**config.mk**
```make
export PLATFORM = sky130hd
export DESIGN_NAME = hazard_ctrl
export DESIGN_NICKNAME = d
export VERILOG_FILES = /design/src/rtl/cpu_hazard_pkg.sv /design/src/rtl/hazard_scoreboard.sv /design/src/rtl/hazard_ctrl.sv
export SDC_FILE = /design/constraint.sdc
export NUM_CORES = 1
export LEC_CHECK = 0
export ABC_AREA = 1
export CORE_AREA = 3 3 85 87
export CTS_CLUSTER_DIAMETER = 40
export DETAILED_ROUTE_END_ITERATION = 8
export DIE_AREA = 0 0 88 90
export MAX_ROUTING_LAYER = met4
export PLACE_DENSITY = 0.81
export RECOVER_POWER = 100
export SLEW_MARGIN = 40
export SYNTH_ARGS = -nofsm -noshare
export SYNTH_HDL_FRONTEND = slang
export SYNTH_SLANG_ARGS = --single-unit
```
**constraint.sdc**
```tcl
create_clock -name clk -period 2 [get_ports clk]
set_input_delay 0.2 -clock clk [delete_from_list [all_inputs] [get_ports clk]]
set_output_delay 0.2 -clock clk [all_outputs]
set_load 0.02 [all_outputs]
```
**src/rtl/cpu_hazard_pkg.sv**
```systemverilog
// cpu_hazard_pkg: opcodes, FSM encoding and scoreboard entry type shared by the hazard controller
package cpu_hazard_pkg;
  localparam logic [5:0] OP_RTYPE = 6'h00;
  localparam logic [5:0] OP_J     = 6'h02;
  localparam logic [5:0] OP_BEQ   = 6'h04;
  localparam logic [5:0] OP_SW    = 6'h2B;
  typedef enum logic [1:0] {
    HZ_IDLE  = 2'd0,
    HZ_RUN   = 2'd1,
    HZ_STALL = 2'd2,
    HZ_FLUSH = 2'd3
  } hz_state_t;
  typedef struct packed {
    logic       valid;
    logic [4:0] waddr;
  } sb_entry_t;
  function automatic logic sb_hit(sb_entry_t e, logic [4:0] a);
    return e.valid && e.waddr == a && a != 5'd0;
  endfunction
endpackage

```
**src/rtl/hazard_scoreboard.sv**
```systemverilog
// hazard_scoreboard: tracks pending register writes of EX/MEM/WB and flags RAW hazards for ID
//   clk, arst_n          clock, async active-low reset
//   enable               advance the tracker this cycle
//   take                 branch/jump taken in MEM: younger entries are flushed
//   id_instr             instruction in ID
//   id_reg_write/dst     write enable and rd/rt select of the ID instruction
//   raw                  ID reads a register still pending in the tracked stages
module hazard_scoreboard
  import cpu_hazard_pkg::*;
#(
  parameter bit RF_WB_BYPASS = 1'b0
) (
  input  logic        clk,
  input  logic        arst_n,
  input  logic        enable,
  input  logic        take,
  input  logic [31:0] id_instr,
  input  logic        id_reg_write,
  input  logic        id_reg_dst,
  output logic        raw
);
  logic [5:0] opcode;
  logic [4:0] rs, rt, dest;
  logic       rs_used, rt_used;
  logic [2:0] hit;
  logic       unused_bits;
  sb_entry_t  id_e;
  sb_entry_t  sb_q [3];
  assign opcode      = id_instr[31:26];
  assign rs          = id_instr[25:21];
  assign rt          = id_instr[20:16];
  assign dest        = id_reg_dst ? id_instr[15:11] : rt;
  assign rs_used     = opcode != OP_J;
  assign rt_used     = opcode == OP_RTYPE || opcode == OP_BEQ || opcode == OP_SW;
  assign id_e        = {id_reg_write && dest != 5'd0, dest};
  assign unused_bits = ^id_instr[10:0];
  genvar i;
  for (i = 0; i < 3; i++) begin : g_cmp
    assign hit[i] = (rs_used && sb_hit(sb_q[i], rs)) || (rt_used && sb_hit(sb_q[i], rt));
  end
  // with the register file bypass, the WB write is visible to ID in the same cycle
  assign raw = hit[0] | hit[1] | (hit[2] & !RF_WB_BYPASS);
  // index 0 = EX, 1 = MEM, 2 = WB; a stall inserts a bubble into EX
  always_ff @(posedge clk or negedge arst_n)
    if (!arst_n) begin
      sb_q[0] <= '0;
      sb_q[1] <= '0;
      sb_q[2] <= '0;
    end else if (enable) begin
      sb_q[0] <= take || raw ? '0 : id_e;
      sb_q[1] <= take ? '0 : sb_q[0];
      sb_q[2] <= sb_q[1];
    end
endmodule

```
**src/rtl/hazard_ctrl.sv**
```systemverilog
// hazard_ctrl: 5-stage pipeline sequencer: RAW stalls, branch/jump flushes, stall/flush counters
//   clk, arst_n                      clock, async active-low reset
//   enable                           global pipeline run enable
//   id_instr, id_reg_write, id_reg_dst   ID instruction and its write control
//   mem_branch, mem_zero, mem_jump   branch/jump resolution of the MEM instruction
//   pc_hold, if_id_hold, id_ex_bubble    stall controls
//   flush_if_id, flush_id_ex, flush_ex_mem   flush controls
//   hz_state                         action of the previous enabled cycle
//   stall_cnt, flush_cnt             saturating performance counters
module hazard_ctrl
  import cpu_hazard_pkg::*;
#(
  parameter bit RF_WB_BYPASS = 1'b0,
  parameter int CNT_W        = 16
) (
  input  logic             clk,
  input  logic             arst_n,
  input  logic             enable,
  input  logic [31:0]      id_instr,
  input  logic             id_reg_write,
  input  logic             id_reg_dst,
  input  logic             mem_branch,
  input  logic             mem_zero,
  input  logic             mem_jump,
  output logic             pc_hold,
  output logic             if_id_hold,
  output logic             id_ex_bubble,
  output logic             flush_if_id,
  output logic             flush_id_ex,
  output logic             flush_ex_mem,
  output logic [1:0]       hz_state,
  output logic [CNT_W-1:0] stall_cnt,
  output logic [CNT_W-1:0] flush_cnt
);
  logic      raw, take, stall, act;
  hz_state_t state_q, state_d;
  assign take  = mem_jump | (mem_branch & mem_zero);
  assign stall = raw & !take;
  // controls must be quiet while reset is asserted even if MEM inputs are not
  assign act   = enable & arst_n;
  hazard_scoreboard #(.RF_WB_BYPASS(RF_WB_BYPASS)) u_sb (
    .clk         (clk),
    .arst_n      (arst_n),
    .enable      (enable),
    .take        (take),
    .id_instr    (id_instr),
    .id_reg_write(id_reg_write),
    .id_reg_dst  (id_reg_dst),
    .raw         (raw)
  );
  always_comb begin
    pc_hold      = act & stall;
    if_id_hold   = act & stall;
    id_ex_bubble = act & stall;
    flush_if_id  = act & take;
    flush_id_ex  = act & take;
    flush_ex_mem = act & take;
    state_d      = !enable ? HZ_IDLE : take ? HZ_FLUSH : raw ? HZ_STALL : HZ_RUN;
  end
  always_ff @(posedge clk or negedge arst_n)
    if (!arst_n) begin
      state_q   <= HZ_IDLE;
      stall_cnt <= '0;
      flush_cnt <= '0;
    end else begin
      state_q <= state_d;
      if (enable && stall && stall_cnt != '1) stall_cnt <= stall_cnt + 1'b1;
      if (enable && take && flush_cnt != '1) flush_cnt <= flush_cnt + 1'b1;
    end
  assign hz_state = state_q;
endmodule
```
# Yosys cells after proc, flatten, opt, wreduce, memory -nomap -nowiden
# Index checks and enable logic that the tools add are counted.
# op_classes
mux	6
bitwise	8
addsub	2
eq_ne	11
n_reduce_logical	34
# ops
operator	count
16-bit by 1-bit adder with 16-bit output (second input constant)	2
16-bit inequality test (second input constant)	2
5-bit == test	6
1-bit logical AND	23
5-bit nonzero test	3
6-bit 2-to-1 mux	2
6-bit by 3-bit == test with 1-bit output (second input constant)	1
6-bit == test (second input constant)	1
6-bit zero test	1
1-bit logical OR	6
2-bit 2-to-1 mux	3
6-bit by 2-bit inequality test with 1-bit output (second input constant)	1
1-bit AND	5
5-bit 2-to-1 mux	1
1-bit OR	3
1-bit zero test	1
# word_totals
in_bits	40
output_inout_bits	40
ff_bits	52
word_cells	70

# Logic depth before layout (Yosys ltp)
# depth
ltp_word	10
depth_mapped	15
ltp_nobuf	14

# Cells and area by module
# Synthesis repeated with hierarchy kept, for this count alone.
# hier_totals
hier_cells	515
area_unflattened_um2	3437.0
# modules_own_cells
module	cells_per_inst	area_per_inst_um2	instances	seq_area_each_um2
hazard_ctrl	310	2110.8	1	850.8
hazard_scoreboard	205	1326.3	1	450.4

# Worst setup path after synthesis
# Ideal clock, no wire load.
# synth_path
path_kind	reg2out
from	register u_sb.sb_q[2] in the netlist's numbering
to	output port if_id_hold
stages_incl_launch_ff	10
slack_ps	124
n_path_buf	1
t_required_ps	1800
t_arrival_ps	1676
cell_sequence	dfrtp_1 -> or2_0 -> a21oi_1 -> nand3_1 -> nand2_1 -> nand2_1 -> nand3_4 -> nand3_4 -> nor2_1 -> buf_4
# synth_between
elab_chain_len	8
elab_cells_between_ends	12
cone_classes	eq/ne (2); bitwise (3); reduce/logical (7)
# synth_rtl
item	line	text
start: declaration	hazard_scoreboard.sv:28	sb_entry_t sb_q [3];
5-bit == test	cpu_hazard_pkg.sv:18	return e.valid && e.waddr == a && a != 5'd0;
1-bit logical AND (2 in a row)	cpu_hazard_pkg.sv:18	
1-bit logical AND	hazard_scoreboard.sv:39	assign hit[i] = (rs_used && sb_hit(sb_q[i], rs)) || (rt_used && sb_hit(sb_q[i], rt));
1-bit logical OR *	hazard_scoreboard.sv:39	
1-bit OR *	hazard_scoreboard.sv:42	assign raw = hit[0] | hit[1] | (hit[2] & !RF_WB_BYPASS);
1-bit AND *	hazard_ctrl.sv:38	assign stall = raw & !take;
1-bit AND *	-	
end: declaration	hazard_ctrl.sv:26	output logic if_id_hold,
# Every way passes the cells marked *; elsewhere a longest branch is shown, timed or not.

# Worst setup path in the final report
# layout_path
from	register u_sb.sb_q[6] in the netlist's numbering
to	output port pc_hold
# layout_between
elab_chain_len	9
elab_cells_between_ends	13
cone_classes	eq/ne (2); bitwise (4); reduce/logical (7)
# layout_rtl
item	line	text
5-bit == test	cpu_hazard_pkg.sv:18	
1-bit logical AND (2 in a row)	cpu_hazard_pkg.sv:18	
1-bit logical AND	hazard_scoreboard.sv:39	
1-bit logical OR *	hazard_scoreboard.sv:39	
1-bit OR * (2 in a row)	hazard_scoreboard.sv:42	
1-bit AND *	hazard_ctrl.sv:38	
1-bit AND *	hazard_ctrl.sv:52	pc_hold = act & stall;
end: declaration	hazard_ctrl.sv:25	output logic pc_hold,
# Marked as above.

==> key figures <==
Status
  • Status: finished with violations
  • Failing checks: setup timing

STA
  • Slew of the pin with the lowest slew margin: 1.29 ns
  • Clock Skew: 0.0135 ns
  • Slew HR: 13.9%
  • RSZ-0062 raised after global routing: true
  • Final min period: 2.03 ns
  • Hold slack: 0.254 ns
  • Final hold violation count: 0
  • Max Fclk: 493 MHz
  • Slew Viols, Final: 0
  • PnR worst setup slack: -0.0266 ns
  • Final Cycle Share: 101%
  • Final setup violating endpoints: 3

Clocking
  • H-Tree Depth: 2
  • Clock sink count: 52
  • CTS Buffer Depth: 2
  • CTS Buf Count: 5
  • Clock root buffer: clkbuf_8
  • TritonCTS clock tree: built
  • Skew-Pair Late Insertion Delay: 0.31 ns
  • Clock slew seen by the registers of the worst setup and hold paths: 0.10 ns

Critical path
  • R2r setup slk: 0.08 ns
  • Worst Path Required: 1.80 ns
  • Worst setup path startpoint: u_sb.sb_q[6]
  • R2r endpoint: stall_cnt[2]
  • Setup crit end: pc_hold
  • Worst Setup Start Kind: flip-flop
  • CP arrival: 1.83 ns
  • Critical-path top delay cell: dfrtp_1
  • CP cell instances: inv_2 -> nand2_2 -> nand2_2 -> nor2_1 -> nand2_1 -> nor2_2 -> nand2_1 -> nand2_1 -> nand2_2 -> nand3_4 -> nand3_4 -> nor2_4 -> buf_6
  • Setup CP Type: reg -> out
  • Max incr delay on CP: 0.43 ns
  • R2r startpoint: u_sb.sb_q[6]
  • Critical-path maximum fanout: 4
  • FF-to-FF path depth: 17
  • Crit path capture type: primary output

Logic synthesis
  • Number of synthesized flops with an enable pin: 0
  • Cell type with the largest total area after synthesis: dfrtp_1
  • Post-Syn Area: 3210 um^2
  • Largest cells by area after synthesis: dfrtp_1, nand2_1, xnor2_1
  • Synth top area share: 40.5%
  • Seq cells post-synth: 52
  • Post-synth cell types: 31
  • Syn Inst Count: 433
  • Mean Syn Cell Area: 7.42 um^2
  • Sequential cell area fraction in the yosys report: 40.5%
  • Synth Flop Type: dfrtp_1
  • Mapped Nets: 475
  • Post-synthesis async set-or-reset flop share: 100%
  • Synth warn: 0

Layout
  • # fillers: 533
  • # nets final: 585
  • Post-Layout Cell Count: 621
  • Share of post-route cells with drive strength above 1: 16.4%
  • Antenna cells: 0
  • Syn-to-layout area delta: 37.3%

GRT
  • Largest net degree at the start of global routing: 53
  • Initial antenna violation count: 0
  • Remaining Overflow, GRT: 0
  • Vias in the first global route: 3018
  • Total Routing Usage GR: 22.4%
  • Wire length of the first global-routing pass: 14200 um

Placed design
  • GP Congestion: 0.927
  • Cell count after placement: 596
  • Dpl hpwl: 6240 um
  • Input/output buffers: 68

Pwr
  • Power Internal: 0.00176 W
  • Comb pwr share: 28.3%
  • Pwr dens: 597 nW/um^2
  • Peak VDD IR: 0.000487 V
  • Pwr Total: 0.00263 W
  • Switching power: 0.000877 W
  • Leakage power: 2.20 nW
  • Seq pwr share: 47.3%
  • Clock Power Share: 24.4%
  • Net Sw Frac: 33.3%

Detailed routing
  • Routed len/inst: 13.6 um
  • Vias per inst: 5.06
  • Drt total wl: 8430 um
  • DRT iter0 DRCs: 142
  • DR DRC count: 0
  • Routed Antenna Nets: 0
  • Drt first pass iters: 4
  • Vias: 3145

Worst hold path
  • Type of the worst min-delay path: in -> async

Job
  • Max_cap viols: 0

Die
  • Number of top-level pins: 80
  • Core area: 6420 um^2
  • Die area: 7920 um^2
  • Die Y: 90 um
  • FP Rows: 29
  • Initial Util: 50.0%
  • Die width: 88 um
-- what timing repair did --
action | in CTS | in global routing
setup endpoints to repair | 3 | 26
hold buffers | 0 | 0
buffers inserted | 14 | 4
pin swaps | 8 | 7
endpoints found under the hold margin | 0 | 0
gates resized for setup | 29 | 17
-- power by group through the flow --
stage	sequential, W	combinational, W	clock [W]
4_1_cts	0.00125	0.000720	0.000659
3_3_place_gp	0.00127	0.000680	0
2_1_floorplan	0.00134	0.000262	0
6_report	0.00125	0.000746	0.000643
3_5_place_dp	0.00128	0.000699	0
5_1_grt	0.00126	0.000805	0.000699
-- state kept, by name, indices dropped and copies added (netlist names) --
signal / cells
stall_cnt: 16
hz_state: 2
u_sb.sb_q: 18
flush_cnt: 16
-- cells in the final DEF (no fill, tap or decap), types with 3 or more instances in the layout --
cell / Yosys / layout
xnor2_1: 27 / 25
nand4_1: 8 / 8
or2_2: 3 / 3
nand3_1: 29 / 29
inv_1: 38 / 37
buf_6: 1 / 5
dlygate4sd2_1: 0 / 7
clkdlybuf4s50_1: 0 / 21
clkbuf_8: 0 / 5
xor2_1: 18 / 18
a21oi_1: 8 / 6
clkbuf_1: 5 / 3
nor2_2: 4 / 4
inv_2: 6 / 7
o21ai_0: 16 / 15
nand2_1: 148 / 144
nor3_1: 10 / 10
nand2_2: 1 / 5
dlygate4sd3_1: 0 / 35
nor2_1: 39 / 38
buf_4: 5 / 40
dfrtp_1: 52 / 52
-- stage by stage --
step                worst slack (ns)  area [um^2]  utilization, %  TNS (ns)
detailed placement            -0.619         4150            64.6     -5.86
CTS                          -0.0430         4370            68.0    -0.128
global placement              -0.576         4150            64.6     -5.15
floorplan                      0.124         3210               -         0
global route                  -0.162         4410            68.7     -1.77
finish                       -0.0266         4410            68.7   -0.0775
-- area by class of cell --
class / instances / area [um^2] / share of cell area [%]
timing repair buffer: 115 / 1030 / 23.4
clock inverter: 3 / 27.5 / 0.624
inverter: 44 / 165 / 3.74
tap: 77 / 96.3 / 2.18
multi-input combinational: 325 / 1720 / 39.0
clock buffer: 5 / 68.8 / 1.56
sequential: 52 / 1300 / 29.5
-- cell families after synthesis --
logic type                 synth area share (%)
AOI/OAI and AO/OA                          4.67
xor gates and xnor gates                   12.3
adders and majority gates                 0.778
buffers and inverters                      7.40
DFF                                        40.5
muxes                                     0.350
and+or+nand+nor                            34.1
-- worst min-delay path by stage --
stage                 from            end  slack, ns  cells after the start
floorplan           arst_n   flush_cnt[0]       -0.1                      0
global placement    arst_n  stall_cnt[13]       0.38                      2
detailed placement  arst_n  stall_cnt[13]       0.39                      2
CTS                 arst_n  stall_cnt[13]       0.04                      2
global route        arst_n  stall_cnt[13]       0.39                      2
finish              arst_n  stall_cnt[15]       0.25                      2
-- cell usage after synthesis, drive strengths merged (2+ instances only) --
cell type  instances
o21ai             17
nand2            149
xor2              18
dfrtp             52
nor3              10
nor2              44
nand4              9
a21oi              9
inv               44
nand3             32
xnor2             27
ha                 2
buf                7
clkbuf             5
or2                4
-- critical path, delay by kind of cell (launching register included) --
family                 cells  cell delay [ns]
buffers and inverters      2             0.21
AND/OR/NAND/NOR           11             0.87
flip-flops                 1             0.43
-- metal layers --
metal  wire (um)  up-vias  global-route usage, %
met4         111        0                   4.09
li1            -     1569                      -
met1        3720     1480                   29.8
met5           0        -                      -
met3         397       13                   3.20
met2        4210       83                   36.6
(Power assumes the default switching activity.)
